`src/rtl/op2_shift_seq_pkg.sv`:
```
// op2_shift_seq shared types
// State encoding, Shifter codes and the plan bundle.
package op2_shift_seq_pkg;

  localparam int PASS_MAX_DEF = 16;

  localparam logic [1:0] SH_LSL = 2'b00;
  localparam logic [1:0] SH_LSR = 2'b01;
  localparam logic [1:0] SH_ASR = 2'b10;
  localparam logic [1:0] SH_ROR = 2'b11;

  typedef enum logic [2:0] {
    S_IDLE,
    S_RS_REQ,
    S_RS_WAIT,
    S_PLAN,
    S_PASS1,
    S_PASS2,
    S_DONE
  } state_t;

  typedef struct packed {
    logic [1:0]  shType;
    logic [5:0]  amt;
    logic [1:0]  passes;
    logic [31:0] opnd;
    logic [31:0] bypRes;
    logic        bypC;
  } plan_t;

endpackage

```
`src/rtl/op2_shift_seq_if.sv`:
```
// op2_shift_seq bus
// Decode request, Rs read, Shifter link and result.
interface op2_shift_seq_if;
  logic        Start;
  logic        I;
  logic [11:0] Src2;
  logic [31:0] RmData;
  logic        CFlag;
  logic        RsReq;
  logic        RsValid;
  logic [7:0]  RsData;
  logic [1:0]  Sh;
  logic [4:0]  Shamt5;
  logic [31:0] ShIn;
  logic [31:0] ShOut;
  logic        ShifterCarry;
  logic        Busy;
  logic        Done;
  logic [31:0] Result;
  logic        CarryOut;

  modport slave (
    input  Start, I, Src2, RmData, CFlag,
    input  RsValid, RsData, ShOut, ShifterCarry,
    output RsReq, Sh, Shamt5, ShIn,
    output Busy, Done, Result, CarryOut
  );

  modport master (
    output Start, I, Src2, RmData, CFlag,
    output RsValid, RsData, ShOut, ShifterCarry,
    input  RsReq, Sh, Shamt5, ShIn,
    input  Busy, Done, Result, CarryOut
  );
endinterface

```
`src/rtl/op2_shift_seq_amount_plan.sv`:
```
// op2_amount_plan
// Resolves effective shift type/amount, pass count and bypass value.
module op2_amount_plan
  import op2_shift_seq_pkg::*;
#(
  parameter int PASS_MAX = PASS_MAX_DEF
) (
  input  logic        i,
  input  logic [11:0] src2,
  input  logic [7:0]  rsData,
  input  logic [31:0] rmData,
  input  logic        cFlag,
  output plan_t       plan
);

  logic [8:0] a;
  logic       byp;

  // Decode the three operand forms and their special amounts
  always_comb begin
    plan        = '0;
    plan.shType = src2[6:5];
    plan.opnd   = rmData;
    plan.bypRes = rmData;
    plan.bypC   = cFlag;
    a           = '0;
    byp         = 1'b0;
    if (i) begin
      plan.shType = SH_ROR;
      plan.opnd   = {24'b0, src2[7:0]};
      plan.bypRes = {24'b0, src2[7:0]};
      a           = {4'b0, src2[11:8], 1'b0};
      byp         = (src2[11:8] == 4'd0);
    end else if (!src2[4]) begin
      a = {4'b0, src2[11:7]};
      if (a == 9'd0) begin
        if (src2[6:5] == SH_LSL)
          byp = 1'b1;
        else if (src2[6:5] != SH_ROR)
          a = 9'd32;
      end
    end else begin
      a = {1'b0, rsData};
      if (a == 9'd0) begin
        byp = 1'b1;
      end else if (src2[6:5] == SH_ROR) begin
        a = {4'b0, rsData[4:0]};
        if (rsData[4:0] == 5'd0) begin
          byp       = 1'b1;
          plan.bypC = rmData[31];
        end
      end else if (a > 9'd32) begin
        if (src2[6:5] == SH_ASR) begin
          a = 9'd32;
        end else begin
          byp         = 1'b1;
          plan.bypRes = '0;
          plan.bypC   = 1'b0;
        end
      end
    end
    plan.amt = a[5:0];
    if (byp)
      plan.passes = 2'd0;
    else if (plan.shType != SH_ROR && a > 9'(PASS_MAX))
      plan.passes = 2'd2;
    else
      plan.passes = 2'd1;
  end

endmodule

```
`src/rtl/op2_shift_seq.sv`:
```
// op2_shift_seq
// Sequences Src2 evaluation through one or two external Shifter passes.
module op2_shift_seq
  import op2_shift_seq_pkg::*;
#(
  parameter int PASS_MAX = PASS_MAX_DEF
) (
  input logic          CLK,
  input logic          Reset,
  op2_shift_seq_if.slave bus
);

  state_t      state;
  logic        lI;
  logic [11:0] lSrc2;
  logic [31:0] lRm;
  logic        lC;
  logic [7:0]  lRs;
  logic        twoPass;
  logic [4:0]  p2Amt;
  logic        rsReq;
  logic        busy;
  logic        done;
  logic [1:0]  sh;
  logic [4:0]  shamt;
  logic [31:0] shIn;
  logic [31:0] result;
  logic        carry;
  plan_t       plan;
  logic [4:0]  p1Amt;

  op2_amount_plan #(.PASS_MAX(PASS_MAX)) uPlan (
    .i      (lI),
    .src2   (lSrc2),
    .rsData (lRs),
    .rmData (lRm),
    .cFlag  (lC),
    .plan   (plan)
  );

  assign p1Amt = (plan.passes == 2'd2) ? 5'(PASS_MAX) : plan.amt[4:0];

  // Control FSM with registered handshake and Shifter drive
  always_ff @(posedge CLK or posedge Reset) begin
    if (Reset) begin
      state   <= S_IDLE;
      lI      <= 1'b0;
      lSrc2   <= '0;
      lRm     <= '0;
      lC      <= 1'b0;
      lRs     <= '0;
      twoPass <= 1'b0;
      p2Amt   <= '0;
      rsReq   <= 1'b0;
      busy    <= 1'b0;
      done    <= 1'b0;
      sh      <= '0;
      shamt   <= '0;
      shIn    <= '0;
      result  <= '0;
      carry   <= 1'b0;
    end else begin
      rsReq <= 1'b0;
      done  <= 1'b0;
      sh    <= '0;
      shamt <= '0;
      shIn  <= '0;
      unique case (state)
        S_IDLE: begin
          if (bus.Start) begin
            lI    <= bus.I;
            lSrc2 <= bus.Src2;
            lRm   <= bus.RmData;
            lC    <= bus.CFlag;
            busy  <= 1'b1;
            if (!bus.I && bus.Src2[4]) begin
              state <= S_RS_REQ;
              rsReq <= 1'b1;
            end else begin
              state <= S_PLAN;
            end
          end
        end
        S_RS_REQ: state <= S_RS_WAIT;
        S_RS_WAIT: begin
          if (bus.RsValid) begin
            lRs   <= bus.RsData;
            state <= S_PLAN;
          end
        end
        S_PLAN: begin
          if (plan.passes == 2'd0) begin
            result <= plan.bypRes;
            carry  <= plan.bypC;
            done   <= 1'b1;
            state  <= S_DONE;
          end else begin
            sh      <= plan.shType;
            shamt   <= p1Amt;
            shIn    <= plan.opnd;
            twoPass <= (plan.passes == 2'd2);
            p2Amt   <= 5'(plan.amt - 6'(PASS_MAX));
            state   <= S_PASS1;
          end
        end
        S_PASS1: begin
          if (twoPass) begin
            sh    <= sh;
            shamt <= p2Amt;
            shIn  <= bus.ShOut;
            state <= S_PASS2;
          end else begin
            result <= bus.ShOut;
            carry  <= bus.ShifterCarry;
            done   <= 1'b1;
            state  <= S_DONE;
          end
        end
        S_PASS2: begin
          result <= bus.ShOut;
          carry  <= bus.ShifterCarry;
          done   <= 1'b1;
          state  <= S_DONE;
        end
        S_DONE: begin
          busy  <= 1'b0;
          state <= S_IDLE;
        end
        default: state <= S_IDLE;
      endcase
    end
  end

  assign bus.RsReq    = rsReq;
  assign bus.Busy     = busy;
  assign bus.Done     = done;
  assign bus.Sh       = sh;
  assign bus.Shamt5   = shamt;
  assign bus.ShIn     = shIn;
  assign bus.Result   = result;
  assign bus.CarryOut = carry;

endmodule

```
`src/flat_wrapper.sv`:
```
// flat-port wrapper written by rule: the top's interface ports become plain ports
module op2_shift_seq_flat import op2_shift_seq_pkg::*;
#(
  parameter int PASS_MAX = PASS_MAX_DEF
)
  (CLK, Reset, bus_Start, bus_I, bus_Src2, bus_RmData, bus_CFlag, bus_RsValid, bus_RsData, bus_ShOut, bus_ShifterCarry, bus_RsReq, bus_Sh, bus_Shamt5, bus_ShIn, bus_Busy, bus_Done, bus_Result, bus_CarryOut);
  op2_shift_seq_if bus_i ();
  input logic CLK;
  input logic Reset;
  input wire logic [$bits(bus_i.Start)-1:0] bus_Start;
  input wire logic [$bits(bus_i.I)-1:0] bus_I;
  input wire logic [$bits(bus_i.Src2)-1:0] bus_Src2;
  input wire logic [$bits(bus_i.RmData)-1:0] bus_RmData;
  input wire logic [$bits(bus_i.CFlag)-1:0] bus_CFlag;
  input wire logic [$bits(bus_i.RsValid)-1:0] bus_RsValid;
  input wire logic [$bits(bus_i.RsData)-1:0] bus_RsData;
  input wire logic [$bits(bus_i.ShOut)-1:0] bus_ShOut;
  input wire logic [$bits(bus_i.ShifterCarry)-1:0] bus_ShifterCarry;
  output wire logic [$bits(bus_i.RsReq)-1:0] bus_RsReq;
  output wire logic [$bits(bus_i.Sh)-1:0] bus_Sh;
  output wire logic [$bits(bus_i.Shamt5)-1:0] bus_Shamt5;
  output wire logic [$bits(bus_i.ShIn)-1:0] bus_ShIn;
  output wire logic [$bits(bus_i.Busy)-1:0] bus_Busy;
  output wire logic [$bits(bus_i.Done)-1:0] bus_Done;
  output wire logic [$bits(bus_i.Result)-1:0] bus_Result;
  output wire logic [$bits(bus_i.CarryOut)-1:0] bus_CarryOut;
  assign bus_i.Start = bus_Start;
  assign bus_i.I = bus_I;
  assign bus_i.Src2 = bus_Src2;
  assign bus_i.RmData = bus_RmData;
  assign bus_i.CFlag = bus_CFlag;
  assign bus_i.RsValid = bus_RsValid;
  assign bus_i.RsData = bus_RsData;
  assign bus_i.ShOut = bus_ShOut;
  assign bus_i.ShifterCarry = bus_ShifterCarry;
  assign bus_RsReq = bus_i.RsReq;
  assign bus_Sh = bus_i.Sh;
  assign bus_Shamt5 = bus_i.Shamt5;
  assign bus_ShIn = bus_i.ShIn;
  assign bus_Busy = bus_i.Busy;
  assign bus_Done = bus_i.Done;
  assign bus_Result = bus_i.Result;
  assign bus_CarryOut = bus_i.CarryOut;
  op2_shift_seq #(.PASS_MAX(PASS_MAX)) u_core (.CLK(CLK), .Reset(Reset), .bus(bus_i));
endmodule
```
`config.mk`:
```
export PLATFORM = sky130hd
export DESIGN_NAME = op2_shift_seq_flat
export DESIGN_NICKNAME = d
export VERILOG_FILES = /design/src/rtl/op2_shift_seq_pkg.sv /design/src/rtl/op2_shift_seq_if.sv /design/src/rtl/op2_shift_seq_amount_plan.sv /design/src/rtl/op2_shift_seq.sv /design/src/flat_wrapper.sv
export SDC_FILE = /design/constraint.sdc
export NUM_CORES = 1
export LEC_CHECK = 0
export BUFFER_PORTS_ARGS = -buffer_cell sky130_fd_sc_hd__buf_2
export CORE_MARGIN = 5
export CORE_UTILIZATION = 48
export DETAILED_ROUTE_END_ITERATION = 6
export PLACE_DENSITY = 0.77
export SYNTH_ARGS = -nofsm -noshare
export SYNTH_HDL_FRONTEND = slang
export SYNTH_SLANG_ARGS = --single-unit
```
`constraint.sdc`:
```
create_clock -name CLK -period 3.9 [get_ports CLK]
set_input_delay 0.195 -clock CLK [delete_from_list [all_inputs] [get_ports CLK]]
set_output_delay 0.195 -clock CLK [all_outputs]
set_load 0.05 [all_outputs]
```
=== Yosys cells after proc, flatten, opt, wreduce, memory -nomap -nowiden ===
Index checks and enable logic that the tools add are counted.

* Latch bits: 0
* RAM bits: 0
* Bits in registers: 138
* ROM bits: 0
* Input port bits: 91
* Memories: 0
* Word-level logic and storage cells: 114
* Output and inout bits: 75

* Bitwise gates (word level): 1
* Multipliers: 0
* Equal/unequal tests: 15
* Multiplexer cells: 61
* Reductions and logical operators: 18
* Magnitude comparators: 2
* Add/subtract/negate cells: 1
* Div/mod/pow operators: 0
* Shift-type cells: 0

{| class="wikitable"
|+ Operators by type and width
! kind !! number
|-
| $mux W32 || 7
|-
| $mux W33 || 4
|-
| $pmux W32 S3 || 1
|-
| $pmux W32 S2 || 1
|-
| $mux W8 || 4
|-
| $mux W1 || 20
|-
| $mux W6 || 3
|-
| $mux W9 || 2
|-
| $pmux W3 S6 || 1
|-
| $mux W2 || 8
|-
| $mux W5 || 3
|-
| $logic_not A5 Y1 || 2
|-
| $ne A2 B2 Y1 const B || 5
|-
| $pmux W5 S2 || 1
|-
| $reduce_and A2 Y1 || 5
|-
| $eq A3 B3 Y1 const B || 3
|-
| $gt A9 B5 Y1 const B || 1
|-
| $gt A8 B6 Y1 const B || 1
|-
| $logic_not A8 Y1 || 1
|-
| $eq A2 B2 Y1 const B || 3
|-
| $eq A3 B2 Y1 const B || 2
|-
| $mux W3 || 2
|-
| $pmux W1 S3 || 2
|-
| $sub A5 B5 Y5 const B || 1
|-
| 13 further kinds || 15
|}

=== Longest topological paths before layout ===
Gate-level depths: netlist of the first run.

* Depth after elaboration: 15
* Gate-level depth with buffers: 9
* Depth with buffers taken out: 8

=== Hierarchy ===
From an unflattened synthesis of the first run, not the netlist that was laid out.

* Cell total of the unflattened synthesis: 498
* Area total of the unflattened synthesis: 6583.8 µm²

{| class="wikitable"
|+ By module, submodules not included
! module !! times used !! seq. area each (µm²) !! cells an instance !! area an instance (µm²)
|-
| op2_shift_seq || 1 || 3453.3 || 359 || 5671.7
|-
| op2_amount_plan || 1 || 0.0 || 139 || 912.1
|}

=== Worst setup path before layout of the first run ===
OpenSTA, ideal clock, no wires.

* Kind: register to register
* Start: register u_core.lSrc2[5]
* End: register u_core.result[0] (netlist: u_core.bus.Result[0])
* Library setup time: 125 ps
* Slack: 1909 ps
* Path buffers: 1
* Clock period less this slack: 1991 ps
* Required time: 3775 ps
* Stages on the path, launching flop included: 10
* Arrival: 1866 ps
* Cell sequence: dfrtp_1 -> inv_1 -> ha_1 -> nor2b_1 -> o21ai_0 -> a221oi_2 -> nand2_2 -> inv_4 -> buf_8 -> mux2_4

* Longest elaborated chain between the ends: 14
* Elaborated cells on any way between the ends: 38
* Those cells by class: order compare: 1; eq/ne: 5; mux: 28; reduce/logical: 4

{| class="wikitable"
|+ Ends and longest elaborated chain
! what !! RTL line !! RTL
|-
| from (decl) || op2_shift_seq.sv:15 || <nowiki>logic [11:0] lSrc2;</nowiki>
|-
| from (signal assigned) || op2_shift_seq.sv:72 || <nowiki>lSrc2 <= bus.Src2;</nowiki>
|-
| $eq A2 B2 Y1 || op2_shift_seq_amount_plan.sv:53 || <nowiki>if (src2[6:5] == SH_ASR) begin</nowiki>
|-
| $mux W8 || op2_shift_seq_amount_plan.sv:53 ||
|-
| $mux W8 || op2_shift_seq_amount_plan.sv:52 || <nowiki>end else if (a > 9'd32) begin</nowiki>
|-
| $mux W8 || op2_shift_seq_amount_plan.sv:46 || <nowiki>end else if (src2[6:5] == SH_ROR) begin</nowiki>
|-
| $mux W8 || op2_shift_seq_amount_plan.sv:44 || <nowiki>if (a == 9'd0) begin</nowiki>
|-
| $mux W9 || op2_shift_seq_amount_plan.sv:34 || <nowiki>end else if (!src2[4]) begin</nowiki>
|-
| $mux W9 || op2_shift_seq_amount_plan.sv:28 || <nowiki>if (i) begin</nowiki>
|-
| $gt A9 B5 Y1 || op2_shift_seq_amount_plan.sv:65 || <nowiki>else if (plan.shType != SH_ROR && a > 9'(PASS_MAX))</nowiki>
|-
| $logic_and A1 B1 Y1 || op2_shift_seq_amount_plan.sv:65 ||
|-
| $mux W2 || op2_shift_seq_amount_plan.sv:65 ||
|-
| $mux W2 || op2_shift_seq_amount_plan.sv:63 || <nowiki>if (byp)</nowiki>
|-
| $logic_not A2 Y1 || op2_shift_seq.sv:92 || <nowiki>if (plan.passes == 2'd0) begin</nowiki>
|-
| $ne A2 B1 Y1 (no line) || -- ||
|-
| $reduce_and A3 Y1 (no line) || -- ||
|-
| to (signal assigned) || op2_shift_seq.sv:93 || <nowiki>result <= plan.bypRes;</nowiki>
|-
| to (signal assigned) || op2_shift_seq.sv:113 || <nowiki>result <= bus.ShOut;</nowiki>
|-
| to (signal assigned) || op2_shift_seq.sv:120 || <nowiki>result <= bus.ShOut;</nowiki>
|-
| to (decl) || op2_shift_seq.sv:27 || <nowiki>logic [31:0] result;</nowiki>
|}

Several ways; a longest one is shown, not always the timed one. The select of a mux whose other input is x is not followed.
A chain may end at the register's enable or synchronous reset.

=== Worst setup path after layout of the first run ===
* Start: register u_core.lI
* End: register u_core.result[8] (netlist: u_core.bus.Result[8])

* Longest elaborated chain between the ends: 8
* Elaborated cells on any way between the ends: 14
* Those cells by class: order compare: 1; eq/ne: 2; mux: 8; reduce/logical: 3

{| class="wikitable"
|+ Ends and longest elaborated chain
! what !! RTL line !! RTL
|-
| from (decl) || op2_shift_seq.sv:14 || <nowiki>logic lI;</nowiki>
|-
| from (signal assigned) || op2_shift_seq.sv:71 || <nowiki>lI <= bus.I;</nowiki>
|-
| $mux W9 / $mux W2 (equally long branches) || op2_shift_seq_amount_plan.sv:28 ||
|-
| $gt A9 B5 Y1 / $ne A2 B2 Y1 (equally long branches) || op2_shift_seq_amount_plan.sv:65 ||
|-
| $logic_and A1 B1 Y1 || op2_shift_seq_amount_plan.sv:65 ||
|-
| $mux W2 || op2_shift_seq_amount_plan.sv:65 ||
|-
| $mux W2 || op2_shift_seq_amount_plan.sv:63 ||
|-
| $logic_not A2 Y1 || op2_shift_seq.sv:92 ||
|-
| $ne A2 B1 Y1 (no line) || -- ||
|-
| $reduce_and A3 Y1 (no line) || -- ||
|}

Several ways; a longest one is shown, not always the timed one. The select of a mux whose other input is x is not followed.

==> impl_metrics.tcl, run 1 <==
set metrics [dict create \
    r2r-end "u_core.bus.Result[8]" \
    power_density_nw_per_um2 946.6 \
    io_buffers 165 \
    gp_congestion 0.8679 \
    start_util_pct 48.94 \
    path_clk_slew_ns 0.05 \
    synth-seq-area-share_pct 56.14 \
    avgViaCountPerCell 5.357 \
    ys.flop_type "dfrtp_1" \
    hold_path_class "input port to register" \
    holdWs_ns 0.01654 \
    nets 739 \
    grt_max_degree 67 \
    drv_slew 0 \
    clock.fmax_mhz 361.8 \
    hold_end "u_core.lRm[11]" \
    worst_pin_slew_ns 0.9600 \
    ant_nets 0 \
    wl_um 15100 \
    design_area_um2 8010 \
    hold_violations 0 \
    fin_util_pct 63.73 \
    syn_avg_cell_area_um2 13.67 \
    maxCapViolCount 0 \
    route.top_layer_used "met4" \
    grt_pass1_wl_um 23320 \
    clockRootBuffer "clkbuf_16" \
    reg2reg_setup_slack_ns 1.14 \
    critPathCaptureType "register" \
    wl_met3_um 1074 \
    cp.required_ns 4.20 \
    syn_area_um2 6151 \
    criticalPathCategory "register to register" \
    synth_cell_types 48 \
    cp_max_fo 34 \
    final.setup.tns_ns 0 \
    place_hpwl_um 10340 \
    r2r_cells 5 \
    ys_async_sr_fraction_pct 100.0 \
    grt_remaining_overflow 0 \
    cts.sinks 138 \
    grt_pass1_vias 4530 \
    fin_crit_ns 2.764 \
    netlist_instances 450 \
    setup_viol 0 \
    power_leakage_nw 3.972 \
    fp-row-count 41 \
    dr.pass1.iters 4 \
    drc 0 \
    design.die.area_um2 15180 \
    area_delta_synth_final_pct 30.23 \
    clk_latency_ns 0.42 \
    cts_tree "yes" \
    crit_arrival_ns 3.06 \
    antenna_cells 0 \
    drtIter0Drc 197 \
    placed_area_um2 7072 \
    skew_ns 0.01129 \
    die_h_um 123.2 \
    rsz0062_at_grt "false" \
    worstSetupStartpointType "register" \
    synth_edf_count 0 \
    die_w_um 123.2 \
    numCtsBuffers 17 \
    syn_nets 544 \
    clockBufferDepth 2 \
    ys_ff_latch 138 \
    drive_gt1_share_pct 46.05 \
    h-tree-depth 4 \
    io_pins 166 \
    track_usage_pct 20.33 \
    period_share_pct 70.87 \
    vias 4446 \
    wl_per_cell_um 18.19 \
    core_area_um2 12570 \
    slew_headroom_pct 36.00 \
    min_from "bus_RmData[11]" \
    r2r-start "u_core.lI" \
    wl_met2_um 7347 \
    drt-met1-wl_um 6422 \
    yosysWarnings 0 \
    outcome "finished, final reports clean" \
    irDropWorstVdd_v 0.0005912 \
    post_cts_buffers 0 \
    grt_antenna_before_repair 0 \
    min_path_cells 2 \
]
how the worst max path moves through the flow:
stage          cells past startpoint      start              endpoint
6_report                           5  u_core.lI  u_core.bus.Result[8]
3_5_place_dp                       5  u_core.lI  u_core.bus.Result[8]
3_3_place_gp                       5  u_core.lI  u_core.bus.Result[8]
4_1_cts                            5  u_core.lI  u_core.bus.Result[8]
5_1_grt                            5  u_core.lI  u_core.bus.Result[9]
2_1_floorplan                      1      Reset       u_core.bus.Busy
area by class of cell:
cell class | instances | area [um^2]
repair buffers | 204 | 1201
flip-flops and latches | 138 | 3453
fillers | 931 | 4558
inverters | 8 | 37.54
well taps | 172 | 215.2
clock inverters | 7 | 112.6
multi-input cells | 276 | 2495
clock buffers | 25 | 495.5
worst max-delay path: stages (launching register included):
cell      delay [ns]
dfrtp_1         0.97
o21ai_0         0.31
a221oi_2        0.34
nand2_2         0.12
inv_4           0.47
mux2_2          0.40
state kept, by name (all words and copies together) (netlist names):
register             flops
u_core.lRm              32
u_core.lI                1
u_core.lSrc2            12
u_core.lRs               8
u_core.state             3
u_core.bus.CarryOut      1
u_core.bus.Sh            2
u_core.bus.RsReq         1
u_core.bus.Busy          1
u_core.bus.ShIn         32
u_core.bus.Result       32
u_core.twoPass           1
u_core.p2Amt             5
u_core.bus.Done          1
u_core.lC                1
u_core.bus.Shamt5        5
Yosys cell counts (4+ instances only):
cell | count | area [um^2]
mux2i_1 | 10 | 100.1
a211oi_1 | 7 | 52.55
a21oi_1 | 6 | 30.03
inv_1 | 7 | 26.28
nor2_1 | 20 | 75.07
nand2_1 | 21 | 78.83
o21ai_1 | 9 | 45.04
dfrtp_1 | 138 | 3453
buf_4 | 5 | 37.54
mux2_2 | 55 | 619.3
a22o_1 | 55 | 481.7
o21ai_0 | 11 | 55.05
clkbuf_1 | 8 | 30.03
a21o_1 | 5 | 37.54
mux2_4 | 32 | 480.5
nor3_1 | 4 | 20.02
buf_2 | 7 | 35.03
cell families (layout without fill, tap and decap cells):
family          count (synthesis)  in the layout  share of synthesized area (%)
simple gates                   69             69                          5.960
compound gates                107            107                          14.30
flops                         138            138                          56.14
buf+inv                        36            244                          3.479
mux                            97             97                          19.51
fa+ha+maj                       3              3                         0.6103
metrics by stage:
step	setup slack, ns	power, W	instances
floorplan	0.008836	0.005234	450
CTS	1.165	0.007634	830
global placement	1.220	0.005838	765
detailed placement	1.148	0.005942	765
finish	1.136	0.007583	830
global route	0.9717	0.007966	830
cell usage in the layout (no fill, tap or decap), types with 4 or more instances in the layout:
master	netlist	layout
a22o_1	55	55
nand2_1	21	21
clkbuf_8	0	4
mux2i_1	10	10
dfrtp_1	138	138
o21ai_1	9	9
o21ai_0	11	11
mux2_2	55	55
clkbuf_1	8	4
a21oi_1	6	6
mux2_4	32	32
a211oi_1	7	7
dlygate4sd3_1	0	33
buf_2	7	165
nor2_1	20	19
nor3_1	4	4
clkbuf_16	0	17
buf_4	5	6
a21o_1	5	5
inv_1	7	6
per-layer routing:
metal  vias to the layer above  global-route usage [%]
li1                       2039                       -
met1                      2202                   25.70
met2                       181                   33.54
met3                        24                   5.535
met4                         0                   7.543
met5                         -                       0
where the power goes:
| group | total [W] | internal, W | switching, W |
|---|---|---|---|
| clock network | 0.00163 | 0.00107 | 0.000564 |
| registers | 0.00253 | 0.00203 | 0.000499 |
| logic | 0.00342 | 0.00137 | 0.00204 |
| total | 0.00758 | 0.00448 | 0.00310 |
repair_timing:
| action | CTS | global route |
|---|---|---|
| hold endpoints to repair | 96 | 0 |
| gates resized for setup | 0 | 0 |
| hold buffers | 33 | 0 |
Note: power is estimated with default switching activity, not from simulation.
==> run 2, diff against run 1 <==
Clock period 3.9 ns to 2.46 ns, I/O delays scaled along.
==> run 2 against run 1 <==
Net effect:
- largest cell class unchanged
- global-route usage rose by 2.2 points
- cell area up 8.5%
- register-to-register slack worse by 1.0 ns
- sequential power is 55% higher
==> impl_metrics.tcl, run 2 (synthesis gave the netlist of run 1 again) <==
set metrics [dict create \
    hold_violations 0 \
    rsz0062_at_grt "false" \
    track_usage_pct 22.54 \
    fp-row-count 41 \
    ant_nets 0 \
    criticalPathCategory "register to register" \
    start_util_pct 48.94 \
    clockBufferDepth 2 \
    final_cell_mix "buf_2 (165), dfrtp_1 (138), dlygate4sd3_1 (88), a22o_1 (55), mux2_2 (55)" \
    drive_gt1_share_pct 44.17 \
    power_density_nw_per_um2 1413 \
    crit_arrival_ns 2.63 \
    vias 4838 \
    final_cells 901 \
    holdWs_ns 0.04205 \
    period_share_pct 94.86 \
    io_buffers 165 \
    skew_ns 0.009176 \
    drtIter0Drc 280 \
    outcome "finished, final reports clean" \
    gp_congestion 0.9665 \
    clockRootBuffer "clkbuf_16" \
    h-tree-depth 4 \
    avgViaCountPerCell 5.370 \
    worst_pin_slew_ns 0.5981 \
    final.setup.tns_ns 0 \
    dr.pass1.iters 5 \
    placed_area_um2 7196 \
    maxCapViolCount 0 \
    cp_max_fo 9 \
    die_h_um 123.2 \
    path_clk_slew_ns 0.06 \
    design_area_um2 8687 \
    cts_tree "yes" \
    grt_remaining_overflow 0 \
    grt_antenna_before_repair 0 \
    irDropWorstVdd_v 0.0007878 \
    place_hpwl_um 10640 \
    worstSetupStartpointType "register" \
    grt_max_degree 48 \
    setup_viol 0 \
    io_pins 166 \
    clock.fmax_mhz 428.5 \
    placed_cells 780 \
    critPathCaptureType "register" \
    die_w_um 123.2 \
    power_leakage_nw 4.280 \
    hold_path_class "input port to register" \
    drc 0 \
    numCtsBuffers 17 \
    wl_per_cell_um 18.47 \
    drv_slew 0 \
    cts.sinks 138 \
    grt_pass1_wl_um 26000 \
    clk_latency_ns 0.42 \
    grt_pass1_vias 5130 \
    cp.required_ns 2.76 \
    antenna_cells 0 \
    fin_crit_ns 2.333 \
    area_delta_synth_final_pct 41.23 \
    nets 810 \
    layout_commonest_cell "buf_2" \
    design.die.area_um2 15180 \
    core_area_um2 12570 \
    wl_um 16640 \
    slew_headroom_pct 60.13 \
]
run 2: cell count changes in the layout (fill, tap and decap cells not counted), sizes merged:
cell         previous run  this run
clkinv                  3         4
buf                   171       187
bufinv                  3         2
dlygate4sd3            33        88
inv                     8         7
clkinvlp                1         2
run 2: routing by layer:
metal  global-route usage [%]  share of wire (%)  vias to the layer above  routed length, um
met5                        0                  0                        -                  0
met4                    10.31                2.4                        0                396
met3                    6.130                7.2                       37               1202
met2                    38.67                 51                      201               8507
met1                    26.34                 39                     2401               6535
li1                         -                  -                     2199                  -
run 2: critical path, cell delays in order (launching register included):
cell and delay, ns:
dfrtp_1 0.43, inv_1 0.14, ha_2 0.23, nor2b_2 0.16
o21ai_1 0.11, a221oi_2 0.32, nand2_2 0.15, inv_8 0.14
buf_4 0.20, mux2_2 0.34
run 2: cell type report:
type	count	area [um^2]
clock buffer	25	505.5
clock inverter	7	87.58
fill	831	3881
inverter	8	41.29
multi-input combinational	276	2500
sequential	138	3453
tap	172	215.2
timing repair buffer	275	1884
run 2: path summary, 6_finish.rpt:
kind	slack, ns	from	to	depth (start not counted)
setup reg to reg	0.13	u_core.lSrc2[5]	u_core.bus.Result[7]	9
setup / recovery	0.13	u_core.lSrc2[5]	u_core.bus.Result[7]	9
min in group asynchronous	0.31	Reset	u_core.bus.Shamt5[0]	3
hold / removal	0.04	bus_Start	u_core.bus.Busy	3
max in group asynchronous	1.16	Reset	u_core.lSrc2[3]	4
hold reg to reg	0.48	u_core.bus.Sh[0]	u_core.bus.Sh[0]	2
run 2: through the flow:
step / setup slack, ns / util, % / total power (W)
floorplan: 0.4690 / - / 0.008298
global placement: 0.1985 / 57.25 / 0.009429
detailed placement: 0.07164 / 57.25 / 0.009588
CTS: 0.03468 / 68.98 / 0.01225
global route: 0.0007823 / 69.12 / 0.01289
finish: 0.1265 / 69.12 / 0.01227
run 2: report_power, final:
group / switching, W / internal, W / total (W)
clock: 0.000911 / 0.00162 / 0.00253
sequential: 0.000706 / 0.00323 / 0.00393
combinational: 0.00342 / 0.00239 / 0.00581
run 2: what timing repair did:
item                                    CTS  global route
endpoints found under the setup margin    0            26
buffers inserted                          0             1
hold endpoints to repair                111             0
gates resized for setup                   0             6
hold buffers                             88             0
